[src/rtl/tea_block_packer.sv]
// tea_block_packer
// Input stage for a combinational 32-round TEA encryptor.
// It holds the 128-bit key and packs an 8-bit byte stream into 64-bit big-endian blocks.
// Each block is presented to the encryptor and held for SETTLE_CYCLES edges.
// The encryptor output is then registered and offered downstream.
// Only one block is in flight at a time.
//
// Optional feature: define TEA_PACKER_BLKCNT_EN to add the blk_count output.
// blk_count is a 16-bit wrapping count of completed output handshakes.
//
// Ports:
//   clk, rst       clock, asynchronous active-high reset
//   key_in/key_load/key_ok   key register load and "key present" flag
//   s_data/s_valid/s_ready   byte input stream
//   blk_to_enc/key_to_enc    registered block/key driving the encryptor
//   blk_from_enc             encryptor result
//   m_data/m_valid/m_ready   64-bit output stream
//   busy                     high while a block is settling or held
//   blk_count                (optional) output handshake counter
module tea_block_packer #(
    parameter int SETTLE_CYCLES = 4   // legal range 1..255
) (
    input  logic         clk,
    input  logic         rst,
    input  logic [127:0] key_in,
    input  logic         key_load,
    output logic         key_ok,
    input  logic [7:0]   s_data,
    input  logic         s_valid,
    output logic         s_ready,
    output logic [63:0]  blk_to_enc,
    output logic [127:0] key_to_enc,
    input  logic [63:0]  blk_from_enc,
    output logic [63:0]  m_data,
    output logic         m_valid,
    input  logic         m_ready,
    output logic         busy
`ifdef TEA_PACKER_BLKCNT_EN
    ,
    output logic [15:0]  blk_count
`endif
);

    typedef enum logic [1:0] {
        FILL   = 2'd0,
        SETTLE = 2'd1,
        HOLD   = 2'd2
    } state_t;

    state_t        state_q, state_d;
    logic [2:0]    byte_cnt_q, byte_cnt_d;
    logic [7:0]    settle_cnt_q, settle_cnt_d;
    logic [63:0]   blk_q, blk_d;
    logic [127:0]  key_q, key_d;
    logic [63:0]   m_data_q, m_data_d;
    logic          m_valid_q, m_valid_d;
    logic          key_ok_q, key_ok_d;
    logic          accept;
    logic          handshake;
`ifdef TEA_PACKER_BLKCNT_EN
    logic [15:0]   blk_count_q, blk_count_d;
`endif

    // s_ready depends on registered state only, never on s_valid.
    assign s_ready    = key_ok_q && (state_q == FILL);
    assign accept     = s_valid && s_ready;
    assign handshake  = m_valid_q && m_ready;
    assign busy       = (state_q == SETTLE) || (state_q == HOLD);
    assign key_ok     = key_ok_q;
    assign blk_to_enc = blk_q;
    assign key_to_enc = key_q;
    assign m_data     = m_data_q;
    assign m_valid    = m_valid_q;
`ifdef TEA_PACKER_BLKCNT_EN
    assign blk_count  = blk_count_q;
`endif

    always_comb begin
        state_d      = state_q;
        byte_cnt_d   = byte_cnt_q;
        settle_cnt_d = settle_cnt_q;
        blk_d        = blk_q;
        key_d        = key_q;
        m_data_d     = m_data_q;
        m_valid_d    = m_valid_q;
        key_ok_d     = key_ok_q;
`ifdef TEA_PACKER_BLKCNT_EN
        blk_count_d  = blk_count_q;
`endif
        case (state_q)
            FILL: begin
                if (key_load) begin
                    key_d    = key_in;
                    key_ok_d = 1'b1;
                end
                if (accept) begin
                    // Byte k lands at [63-8k -: 8].
                    // 63-8k equals {~k, 3'b111} for a 3-bit k, so no subtractor is needed.
                    blk_d[{~byte_cnt_q, 3'b111} -: 8] = s_data;
                    byte_cnt_d = byte_cnt_q + 3'd1;
                    if (byte_cnt_q == 3'd7) begin
                        state_d      = SETTLE;
                        settle_cnt_d = 8'(SETTLE_CYCLES - 1);
                    end
                end
            end
            SETTLE: begin
                // The key is frozen here, so key_load is deliberately ignored.
                if (settle_cnt_q == 8'd0) begin
                    m_data_d  = blk_from_enc;
                    m_valid_d = 1'b1;
                    state_d   = HOLD;
                end else begin
                    settle_cnt_d = settle_cnt_q - 8'd1;
                end
            end
            HOLD: begin
                if (key_load) begin
                    key_d    = key_in;
                    key_ok_d = 1'b1;
                end
                if (handshake) begin
                    m_valid_d = 1'b0;
                    state_d   = FILL;
`ifdef TEA_PACKER_BLKCNT_EN
                    blk_count_d = blk_count_q + 16'd1;
`endif
                end
            end
            default: begin
                state_d = FILL;
            end
        endcase
    end

    always_ff @(posedge clk or posedge rst) begin
        if (rst) begin
            state_q      <= FILL;
            byte_cnt_q   <= 3'd0;
            settle_cnt_q <= 8'd0;
            blk_q        <= 64'd0;
            key_q        <= 128'd0;
            m_data_q     <= 64'd0;
            m_valid_q    <= 1'b0;
            key_ok_q     <= 1'b0;
`ifdef TEA_PACKER_BLKCNT_EN
            blk_count_q  <= 16'd0;
`endif
        end else begin
            state_q      <= state_d;
            byte_cnt_q   <= byte_cnt_d;
            settle_cnt_q <= settle_cnt_d;
            blk_q        <= blk_d;
            key_q        <= key_d;
            m_data_q     <= m_data_d;
            m_valid_q    <= m_valid_d;
            key_ok_q     <= key_ok_d;
`ifdef TEA_PACKER_BLKCNT_EN
            blk_count_q  <= blk_count_d;
`endif
        end
    end

endmodule

[config.mk]
export PLATFORM = sky130hd
export DESIGN_NAME = tea_block_packer
export DESIGN_NICKNAME = d
export VERILOG_FILES = /design/src/rtl/tea_block_packer.sv
export SDC_FILE = /design/constraint.sdc
export NUM_CORES = 1
export LEC_CHECK = 0
export ABC_AREA = 1
export ABC_CLOCK_PERIOD_IN_PS = 14450
export CAP_MARGIN = 20
export CORE_UTILIZATION = 35
export CTS_CLUSTER_DIAMETER = 60
export DETAILED_ROUTE_END_ITERATION = 6
export GPL_ROUTABILITY_DRIVEN = 1
export PLACE_DENSITY = 0.7
export SKIP_CTS_REPAIR_TIMING = 1
export SYNTH_ARGS = -nofsm -noshare
export SYNTH_HDL_FRONTEND = slang
export SYNTH_SLANG_ARGS = --single-unit
[constraint.sdc]
create_clock -name clk -period 14.45 [get_ports clk]
set_clock_uncertainty 0.05 [all_clocks]
set_input_delay 2.89 -clock clk [delete_from_list [all_inputs] [get_ports clk]]
set_output_delay 2.89 -clock clk [all_outputs]
set_load 0.02 [all_outputs]
Yosys cells after proc, flatten, opt, wreduce, memory -nomap -nowiden:

Index checks and enable logic that the tools add are counted.

* output and inout port bits: 260
* register bits: 271
* input port bits: 205

* shifts and indexed selects: 2
* bitwise gates (word level): 1
* $add $sub $neg: 3
* multiplexer cells: 13
* equality and inequality tests: 8
* reductions and logical operators: 15

Operator list (number)
* 8-bit by 8-bit variable shift with 71-bit output, first input constant: 1
* 8-bit by 8-bit variable part select with 71-bit output: 1
* 64-bit bitwise mux: 1
* 8-bit 2-to-1 mux: 3
* 8-bit one-hot mux with 2 select lines: 1
* 8-bit zero test: 1
* 2-bit 2-to-1 mux: 4
* 6-bit negator with 8-bit output: 1
* 4-bit AND reduction: 2
* 8-bit by 1-bit subtractor with 8-bit output, second input constant: 1
* 2-bit != test, second input constant: 3
* 2-bit one-hot mux with 3 select lines: 1
* 2-bit AND reduction: 3
* 2-bit by 1-bit != test with 1-bit output, second input constant: 2
* 2-bit nonzero test: 2
* 3-bit by 1-bit adder with 3-bit output, second input constant: 1
* 3-bit == test, second input constant: 1
* 1-bit logical AND: 3
* 3-bit NOT: 1
* 3-bit AND reduction: 1
* 2-bit by 1-bit == test with 1-bit output, second input constant: 1
* 2-bit == test, second input constant: 1
* 2-bit zero test: 1
* 1-bit 2-to-1 mux: 2
* 3 further kinds: 3

Longest topological paths before layout:

Gate-level depths: netlist (run 1).

* depth in word-level cells: 5
* depth in mapped cells: 9

Worst setup path before layout (run 1):

OpenSTA, ideal clock, no wires.

* path kind: in2reg
* start point: input port key_load
* end point: register key_q[10], in the netlist key_to_enc[10]
* library setup time: 125 ps
* cell stages on the path: 4
* slack: 10559 ps
* path buffers: 2
* arrival: 3717 ps
* required time: 14275 ps
* cell sequence: o21ai_1 > buf_2 > buf_4 > mux2_2

* word-level cells in the longest chain between the ends: 1

RTL lines
* start, declared: RTL line 26 `input logic key_load,`
* 2-bit AND reduction (no source line)
* end signal, assigned: RTL line 154 `key_q <= key_d;`
* end, declared: RTL line 54 `logic [127:0] key_q, key_d;`

Every way passes these cells.
A chain may end at the register's enable or synchronous reset.

Worst setup path in the final report (run 1):

* start point: register state_q[0]
* end point: output port s_ready

* word-level cells in the longest chain between the ends: 2

RTL lines
* start, declared: RTL line 50 `state_t state_q, state_d;`
* start signal, assigned: RTL line 150 `state_q <= state_d;`
* 2-bit zero test: RTL line 65 `assign s_ready = key_ok_q && (state_q == FILL);`
* 1-bit logical AND: RTL line 65
* end, declared: RTL line 30 `output logic s_ready,`

Every way passes these cells.

==> results of run 1 <==
==> report_power, final <==
group	internal, mW	switching [mW]	leakage [nW]
logic	1.02	1.17	3.73
clock network	0.500	0.320	0.526
registers	1.13	0.231	3.30
==> state kept, by name, indices dropped and copies added (netlist names) <==
register and flops:
blk_to_enc 64, byte_cnt_q 3, key_ok 1, key_to_enc 128
m_data 64, m_valid 1, settle_cnt_q 8, state_q 2
==> Yosys cell counts <==
cell,n
mux2_1,3
nor2_4,5
mux2_2,153
or2_2,1
ha_1,11
o21ai_1,7
xnor2_1,1
inv_2,3
nor3_1,24
nand3_1,91
nor2_1,26
inv_1,41
a21oi_1,14
o21ai_0,14
dfrtp_1,271
nand2_1,233
nand3_2,1
nor2_2,1
xor2_1,2
nand4_1,4
clkbuf_1,17
buf_4,18
buf_2,15
==> routing by layer <==
metal / part of all wire (%) / vias up / global-route usage [%]
met2: 50 / 294 / 33.9
met5: 0 / - / 0
li1: - / 4082 / -
met3: 8.8 / 49 / 6.02
met1: 40 / 4215 / 24.7
met4: 1.9 / 0 / 5.01
==> worst min path at each step <==
stage                            from                endpoint  slack, ns  depth (start not counted)
2_1_floorplan  state_q[1]$_DFFE_PP0P_  state_q[1]$_DFFE_PP0P_       0.42                          2
3_3_place_gp   m_data[26]$_DFFE_PP0P_  m_data[26]$_DFFE_PP0P_       0.40                          2
3_5_place_dp    m_data[9]$_DFFE_PP0P_   m_data[9]$_DFFE_PP0P_       0.41                          2
4_1_cts         m_data[9]$_DFFE_PP0P_   m_data[9]$_DFFE_PP0P_       0.42                          2
5_1_grt        m_data[63]$_DFFE_PP0P_  m_data[63]$_DFFE_PP0P_       0.44                          2
6_report       m_data[61]$_DFFE_PP0P_  m_data[61]$_DFFE_PP0P_       0.42                          2
==> metrics by stage <==
step                util (%)  power [mW]  hold WS (ns)  area, µm²  instances
floorplan                  -        2.55         0.417      11000        956
global placement        51.8        3.53         0.403      15900       1773
detailed placement      51.8        3.58         0.407      15900       1773
CTS                     55.3        4.42         0.421      17000       1832
global route            55.3        4.62         0.439      17000       1832
finish                  55.3        4.38         0.417      17000       1833
==> cell families after synthesis <==
kind of cell | Yosys count | synth area share [%]
compound gates | 35 | 1.60
xor+xnor | 3 | 0.240
fa+ha+maj | 11 | 1.25
buf+inv | 94 | 4.00
flops | 271 | 61.8
mux | 156 | 16.0
simple gates | 386 | 15.1
==> final cells by class <==
cell class / instances / area [µm²]
fillers: 2640 / 13700
inverters: 44 / 173
multi-input cells: 591 / 3770
clock buffers: 48 / 997
clock inverters: 11 / 97.6
well taps: 396 / 495
flip-flops and latches: 271 / 6780
repair buffers: 471 / 4700
diodes: 1 / 2.50
==> critical path: stages (launching register included) <==
cell and delay, ns:
dfrtp_1 0.40, inv_1 0.09, ha_1 0.46, nand2_1 0.11, inv_1 0.08, clkdlybuf4s50_1 0.62
==> results.py, run 1 <==
metrics = {
    "layout": {
        "synthToLayoutAreaGrowth_pct": 55.2,
        "finalNetCount": 1629,
        "final_cell_mix": "464 x clkdlybuf4s50_1, 271 x dfrtp_1, 233 x nand2_1",
        "drive_above_1_share_pct": 15.8,
        "final_common_cell": "clkdlybuf4s50_1",
    },
    "clock_network": {
        "htreeDepth": 2,
        "cts_tree": "yes",
        "clk_pin_slew_ns": 0.05,
        "cts_buffers": 34,
        "cts_sinks": 271,
        "clkLatencyLatePin_ns": 0.50,
        "cts-root-buf": "clkbuf_16",
        "cts_buffer_depth": 3,
    },
    "floorplanning": {
        "coreArea_um2": 30700,
        "initial_core_util_pct": 35.7,
        "die_w_um": 179,
        "rows": 64,
        "dieHeight_um": 179,
        "design.die.area_um2": 32100,
        "ios": 465,
    },
    "placed_design": {
        "io_buffers": 464,
        "dpl.hpwl_um": 24400,
        "place_congestion": 0.787,
        "dp_worst_setup_slack_ns": 8.92,
    },
    "flow_run": {
        "drv_cap": 0,
    },
    "grt": {
        "track_usage_pct": 20.0,
        "antenna_found_initial": 1,
        "grt_overflow": 0,
        "grt_max_degree": 139,
        "grt_pass1_vias": 8437,
        "grt_pass1_wl_um": 48900,
    },
    "synth": {
        "ys_ff_latch": 271,
        "syn_avg_cell_area_um2": 11.5,
        "synth_area_um2": 11000,
        "yosys_warnings": 0,
        "synth_fp_nets": 1172,
        "ys_seq_area_share_pct": 61.8,
        "netlist.area_leader.share_pct": 61.8,
        "yosys.area.top_type": "dfrtp_1",
        "synth_cells": 956,
        "synth_area_leaders": "dfrtp_1 62%, mux2_2 16%, nand2_1 8.0%, nand3_1 4.2%, inv_1 1.4%",
        "synth_cell_types": 23,
    },
    "power_and_ir_drop": {
        "leakagePower_nw": 7.56,
        "pwr_density_cell_nw_per_um2": 257,
        "peakVddDrop_mv": 0.160,
    },
    "timing": {
        "hold_viol_final": 0,
        "slew_headroom_pct": 35.2,
        "setup_viol_count_final": 0,
        "rsz0062_at_grt": "no",
        "clock.fmax_ghz": 0.192,
        "slew_violations": 0,
        "worst-slew-pin-transition_ns": 0.972,
        "finalSetupTns_ns": 0,
        "finalCritPeriodShare_pct": 36.0,
        "period_minus_slack_ns": 5.20,
        "worst_slack_ns": 9.25,
    },
    "detailed_routing": {
        "routedWlPerCell_um": 18.4,
        "viasPerCell": 4.71,
        "vias": 8640,
        "drc": 128,
        "ant_nets": 0,
        "drtIter0Drc": 561,
        "dr.pass1.iters": 7,
        "wl_um": 33800,
    },
    "setup_path": {
        "cp_max_fo": 6,
        "r2r_end": "key_to_enc[15]$_DFFE_PP0P_",
        "worstReg2RegStart": "state_q[0]$_DFFE_PP0P_",
        "crit_type": "register to primary output",
        "endpoint": "s_ready",
        "critPathCaptureType": "primary output",
        "r2r_cells": 6,
        "required_ns": 11.51,
        "start_kind": "register",
        "r2r_setup_slack_ns": 11.33,
        "crit_start": "state_q[0]$_DFFE_PP0P_",
        "crit_arrival_ns": 2.26,
    },
    "run_status": {
        "violations": "design-rule violations",
        "status": "finished with violations",
    },
    "hold_path": {
        "worstHoldPathType": "register to register",
    },
}
No activity file was read; power rests on OpenSTA's default activity.
==> run 2, diff against run 1 <==
Settings changed: ABC_CLOCK_PERIOD_IN_PS 14450 to 4700, PLACE_DENSITY 0.7 to 0.73.
Clock period 14.45 ns to 4.7 ns, I/O delays scaled along.
==> run 2 against run 1 <==
  * The run still ends with design-rule violations left
  * Via count is 0.53% lower
  * Worst setup slack worse by 7.7 ns
  * Sequential share of layout area is 0.11 points higher
  * Die area stayed put
  * Register-to-register slack worse by 9.3 ns
  * Final cell count is 0.22% lower
  * Wire length is 0.31% lower
  * Utilization is 0.16 points lower
  * Clock power grew to 2.9 times the previous value
  * Combinational power grew to 3.1 times the previous value
  * First-iteration DRC count is 19% lower
  * Non-clock buffer count is 3 higher
==> results.py, run 2 (synthesis gave the netlist of run 1 again) <==
metrics = {
    "hold_path": {
        "hold_path_end": "m_data[9]$_DFFE_PP0P_",
        "min_path_cells": 2,
        "worstHoldPathType": "register to register",
        "hold_start": "m_data[9]$_DFFE_PP0P_",
    },
    "placed_design": {
        "place_congestion": 0.821,
        "dpl.hpwl_um": 24500,
        "io_buffers": 464,
    },
    "detailed_routing": {
        "dr.pass1.iters": 7,
        "routedWlPerCell_um": 18.4,
        "wl_um": 33700,
        "viasPerCell": 4.70,
        "drc": 62,
        "vias": 8594,
        "drtIter0Drc": 455,
        "ant_nets": 0,
    },
    "setup_path": {
        "r2r_end": "blk_to_enc[16]$_DFFE_PP0P_",
        "crit_type": "register to primary output",
        "r2r_setup_slack_ns": 2.07,
        "crit_arrival_ns": 2.17,
        "required_ns": 3.71,
        "critPathCaptureType": "primary output",
        "cp_max_fo": 6,
        "r2r_cells": 6,
        "start_kind": "register",
        "worstReg2RegStart": "state_q[1]$_DFFE_PP0P_",
    },
    "timing": {
        "hold_viol_final": 0,
        "finalCritPeriodShare_pct": 67.3,
        "slew_violations": 0,
        "setup_viol_count_final": 0,
        "hold_slack_ns": 0.416,
        "rsz0062_at_grt": "no",
        "clock.fmax_ghz": 0.316,
        "finalSetupTns_ns": 0,
        "period_minus_slack_ns": 3.16,
        "worst-slew-pin-transition_ns": 0.912,
        "slew_headroom_pct": 39.0,
    },
    "grt": {
        "grt_max_degree": 130,
        "grt_overflow": 0,
        "grt_pass1_wl_um": 49200,
        "grt_pass1_vias": 8608,
        "track_usage_pct": 19.9,
        "antenna_found_initial": 0,
    },
    "layout": {
        "multiInputGateArea_um2": 3770,
        "drive_above_1_share_pct": 15.8,
        "finalNetCount": 1629,
        "num-fill-cells": 2598,
        "register_area_um2": 6780,
        "final_cell_mix": "464 x clkdlybuf4s50_1, 271 x dfrtp_1, 233 x nand2_1",
        "largest_reg_flops": 128,
        "synthToLayoutAreaGrowth_pct": 54.7,
        "final_common_cell": "clkdlybuf4s50_1",
        "n_antenna_cell": 0,
    },
    "run_status": {
        "status": "finished with violations",
        "violations": "design-rule violations",
    },
    "floorplanning": {
        "dieHeight_um": 179,
        "coreArea_um2": 30700,
        "ios": 465,
        "initial_core_util_pct": 35.7,
        "rows": 64,
        "design.die.area_um2": 32100,
        "die_w_um": 179,
    },
    "flow_run": {
        "drv_cap": 0,
    },
    "clock_network": {
        "cts_buffer_depth": 3,
        "cts_tree": "yes",
        "cts-root-buf": "clkbuf_16",
        "clkLatencyLatePin_ns": 0.56,
        "clk_pin_slew_ns": 0.06,
        "cts_buffers": 31,
        "htreeDepth": 1,
        "cts_sinks": 271,
    },
    "power_and_ir_drop": {
        "leakagePower_nw": 7.54,
        "pwr_density_cell_nw_per_um2": 783,
        "peakVddDrop_mv": 0.529,
    },
}
==> run 2: where the power goes <==
part | total (mW) | internal (mW) | switching [mW]
clock | 2.36 | 1.39 | 0.963
combinational | 6.75 | 3.15 | 3.60
sequential | 4.19 | 3.48 | 0.704
==> run 2: how the worst max path moves through the flow <==
| stage | cells after the start | end | startpoint | slack [ns] |
|---|---|---|---|---|
| 2_1_floorplan | 1 | blk_to_enc[0]$_DFFE_PP0P_ | rst | 0.13 |
| 3_3_place_gp | 5 | blk_to_enc[18]$_DFFE_PP0P_ | s_valid | 1.59 |
| 5_1_grt | 5 | s_ready | state_q[1]$_DFFE_PP0P_ | 1.37 |
| 4_1_cts | 5 | s_ready | state_q[1]$_DFFE_PP0P_ | 1.49 |
| 3_5_place_dp | 5 | blk_to_enc[16]$_DFFE_PP0P_ | s_valid | 1.54 |
| 6_report | 5 | s_ready | state_q[1]$_DFFE_PP0P_ | 1.54 |
==> run 2: layout make-up <==
type	instances	area share (%)
tap	396	2.92
clock inverter	12	0.759
sequential	271	40.0
timing repair buffer	474	28.0
inverter	44	0.995
clock buffer	41	5.09
multi-input combinational	591	22.2
==> run 2: metal layers <==
layer | vias up | global-route usage, % | part of all wire (%)
met3 | 44 | 5.15 | 8.6
met2 | 307 | 33.7 | 50
met5 | - | 0 | 0
met1 | 4172 | 25.0 | 40
li1 | 4071 | - | -
met4 | 0 | 5.01 | 1.9
==> run 2: stage by stage <==
stage	instance area, µm²	worst slack, ns	instances	total power, mW	utilization (%)
floorplan	11000	0.129	956	7.86	-
global placement	16000	1.59	1776	10.8	52.0
detailed placement	16000	1.54	1776	11.0	52.0
CTS	17000	1.49	1829	13.4	55.2
global route	17000	1.37	1829	14.1	55.2
finish	17000	1.54	1829	13.3	55.2
==> run 2: critical path, stage by stage (launching register included) <==
cell and delay, ns:
dfrtp_1 0.40, inv_1 0.09, ha_1 0.34, nand2_1 0.09, inv_1 0.06, clkdlybuf4s50_1 0.62
==> patch, RTL diff (settings of run 1) <==
Reset style: synchronous (`rst`), changed in one clocked block. Comments in the files are not updated.
--- a/src/rtl/tea_block_packer.sv
+++ b/src/rtl/tea_block_packer.sv
@@ -133,7 +133,7 @@
         endcase
     end
 
-    always_ff @(posedge clk or posedge rst) begin
+    always_ff @(posedge clk) begin
         if (rst) begin
             state_q      <= FILL;
             byte_cnt_q   <= 3'd0;
Function: differs if rst is asserted again (counterexample within 4 cycles, from zero or initial values and one cycle with rst high); with rst held inactive, the same outputs for 4 cycles.
==> patch against run 1 <==
Setup slack better by 200 ps; sequential cell count unchanged; cell area down 7.6%; synthesized area down 9.3%; final cell count up 14%; wire length up 3.0%; critical path type unchanged; largest cell class unchanged.
Power is not compared: it rests on default switching activity, and its combinational part moved more than twofold at a synthesized area within 25%.
==> patch: results (changes against run 1) <==
Run status
  • Status: finished clean

Logic synthesis
  • Largest cells by area after synthesis: dfxtp_1 55%, nor2_1 17%, o21ai_0 12%
  • Most frequent cells after synthesis: 449 x nor2_1, 271 x dfxtp_1, 243 x o21ai_0
  • FFs w/ async S/R, synth: 0% (-100 points)
  • Gate Count Post-Synth: 1284 (+34%)
  • Post-synthesis sequential area ratio: 54.5% (-7.3 points)
  • Netlist cell types: 28 (+22%)
  • Synth warn: 0 (unchanged)
  • Syn Nets: 1500 (+28%)
  • Main synth FF type: dfxtp_1

Finish
  • Layout cells sized above 1: 3.90% (-12 points)
  • Largest register FFs: 128 (unchanged)
  • Finished Layout Cells: 2098 (+14%)
  • Nets: 1916 (+18%)

Hold path
  • Hold crit path type: flip-flop to flip-flop

Pwr
  • Pleak: ~6.1 nW
  • VDD IR max: 0.0999 mV
  • Internal cell power: ~1.7 mW

Global routing
  • GRT Overall Usage: 22.3% (+2.3 points)
  • First-pass GRT wire length: 50.7 mm (+3.8%)
  • Vias in the first global route: 9131 (+8.2%)
  • Pin count of the biggest net entering global routing: 115 (-17%)
  • Initial antenna violation count: 5 (+4)

CTS
  • Total CTS buffers: 30 (-12%)
  • Root Buffer: clkbuf_16
  • H-tree lvl count: 1 (-1)
  • Register clock-pin slew on the reported worst setup and hold paths: around 60 ps
  • Later-pin clock latency in the skew report: 550 ps (+50 ps)
  • CTS Buffer Depth: 3 (unchanged)

Critical path
  • Worst-path maximum fanout: 6 (unchanged)
  • CP peak stage delay: 590 ps (-30 ps)
  • R2r setup slk: 11760 ps (+430 ps)
  • Crit-path slowest cell: clkdlybuf4s50_1
  • CP arrival: 2060 ps (-200 ps)

Drt
  • Vias: 9971 (+15%)
  • Drt total wl: 34.8 mm (+3.0%)
  • Iteration-0 DRC Markers: 612 (+9.1%)
  • Drt pass-1 iters: 5 (-2)

Place
  • I/O Buffers: 464 (unchanged)
  • DP Cell Count: 2045 (+15%)
  • Final Wtd Congestion: 0.827 (+5.1%)
  • Dpl hpwl: 24.5 mm (+0.58%)

Timing
  • Worst slew pin tran: 1040 ps (+68.7 ps)
patch: critical path, delay by kind of cell (launching register included):
family | cells | cell delay [ps]
buf+inv | 3 | 750
fa+ha+maj | 1 | 370
flops | 1 | 310
simple gates | 1 | 90
patch: power groups by stage:
stage | Combinational [mW] | Clock, mW | Sequential, mW
final | 0.935 | 0.736 | 0.972
after global routing | 1.02 | 0.783 | 0.989
after CTS | 0.942 | 0.751 | 0.972
after detailed placement | 0.939 | 0 | 0.987
after global placement | 0.929 | 0 | 0.981
after floorplan | 0.343 | 0 | 1.15
patch: cell type report:
class	instances	area [µm²]
flip-flops and latches	271	5430
fillers	2557	12100
diodes	1	2.50
clock inverters	3	18.8
multi-input cells	872	3960
repair buffers	471	4710
inverters	54	208
clock buffers	48	930
well taps	378	473
patch: kinds of logic after synthesis:
group,count (synthesis),share of synthesized area [%]
buffers and inverters,141,5.82
AO/OA/AOI/OAI,308,15.9
XOR/XNOR,2,0.176
flip-flops,271,54.5
adder cells (fa/ha/maj),11,1.38
AND/OR/NAND/NOR,551,22.2
patch: final timing paths:
kind                         to     startpoint  cells after the start
setup / recovery        s_ready     state_q[0]                      5
hold reg to reg   blk_to_enc[7]  blk_to_enc[7]                      2
setup reg to reg  key_to_enc[5]     state_q[0]                      6
hold / removal    blk_to_enc[7]  blk_to_enc[7]                      2
patch: through the flow:
stage / instance area [µm²] / worst slack [ps] / power, mW / hold slack, ps / utilization [%]
CTS: 15700 / 9410 / 2.67 / 415 / 56.4
global placement: 14800 / 9200 / 1.91 / 407 / 53.0
detailed placement: 14800 / 9210 / 1.93 / 407 / 53.0
global route: 15700 / 9320 / 2.79 / 442 / 56.4
finish: 15700 / 9450 / 2.64 / 412 / 56.4
floorplan: 9950 / 10580 / 1.49 / 420 / -
patch: layer usage:
metal  track usage (%)  share of wire, %  up-vias
li1                  -                 -     4981
met1              25.3                39     4537
met2              37.3                47      365
met3              7.91               9.4       82
met4              10.6               4.5        6
met5                 0              0.12        -
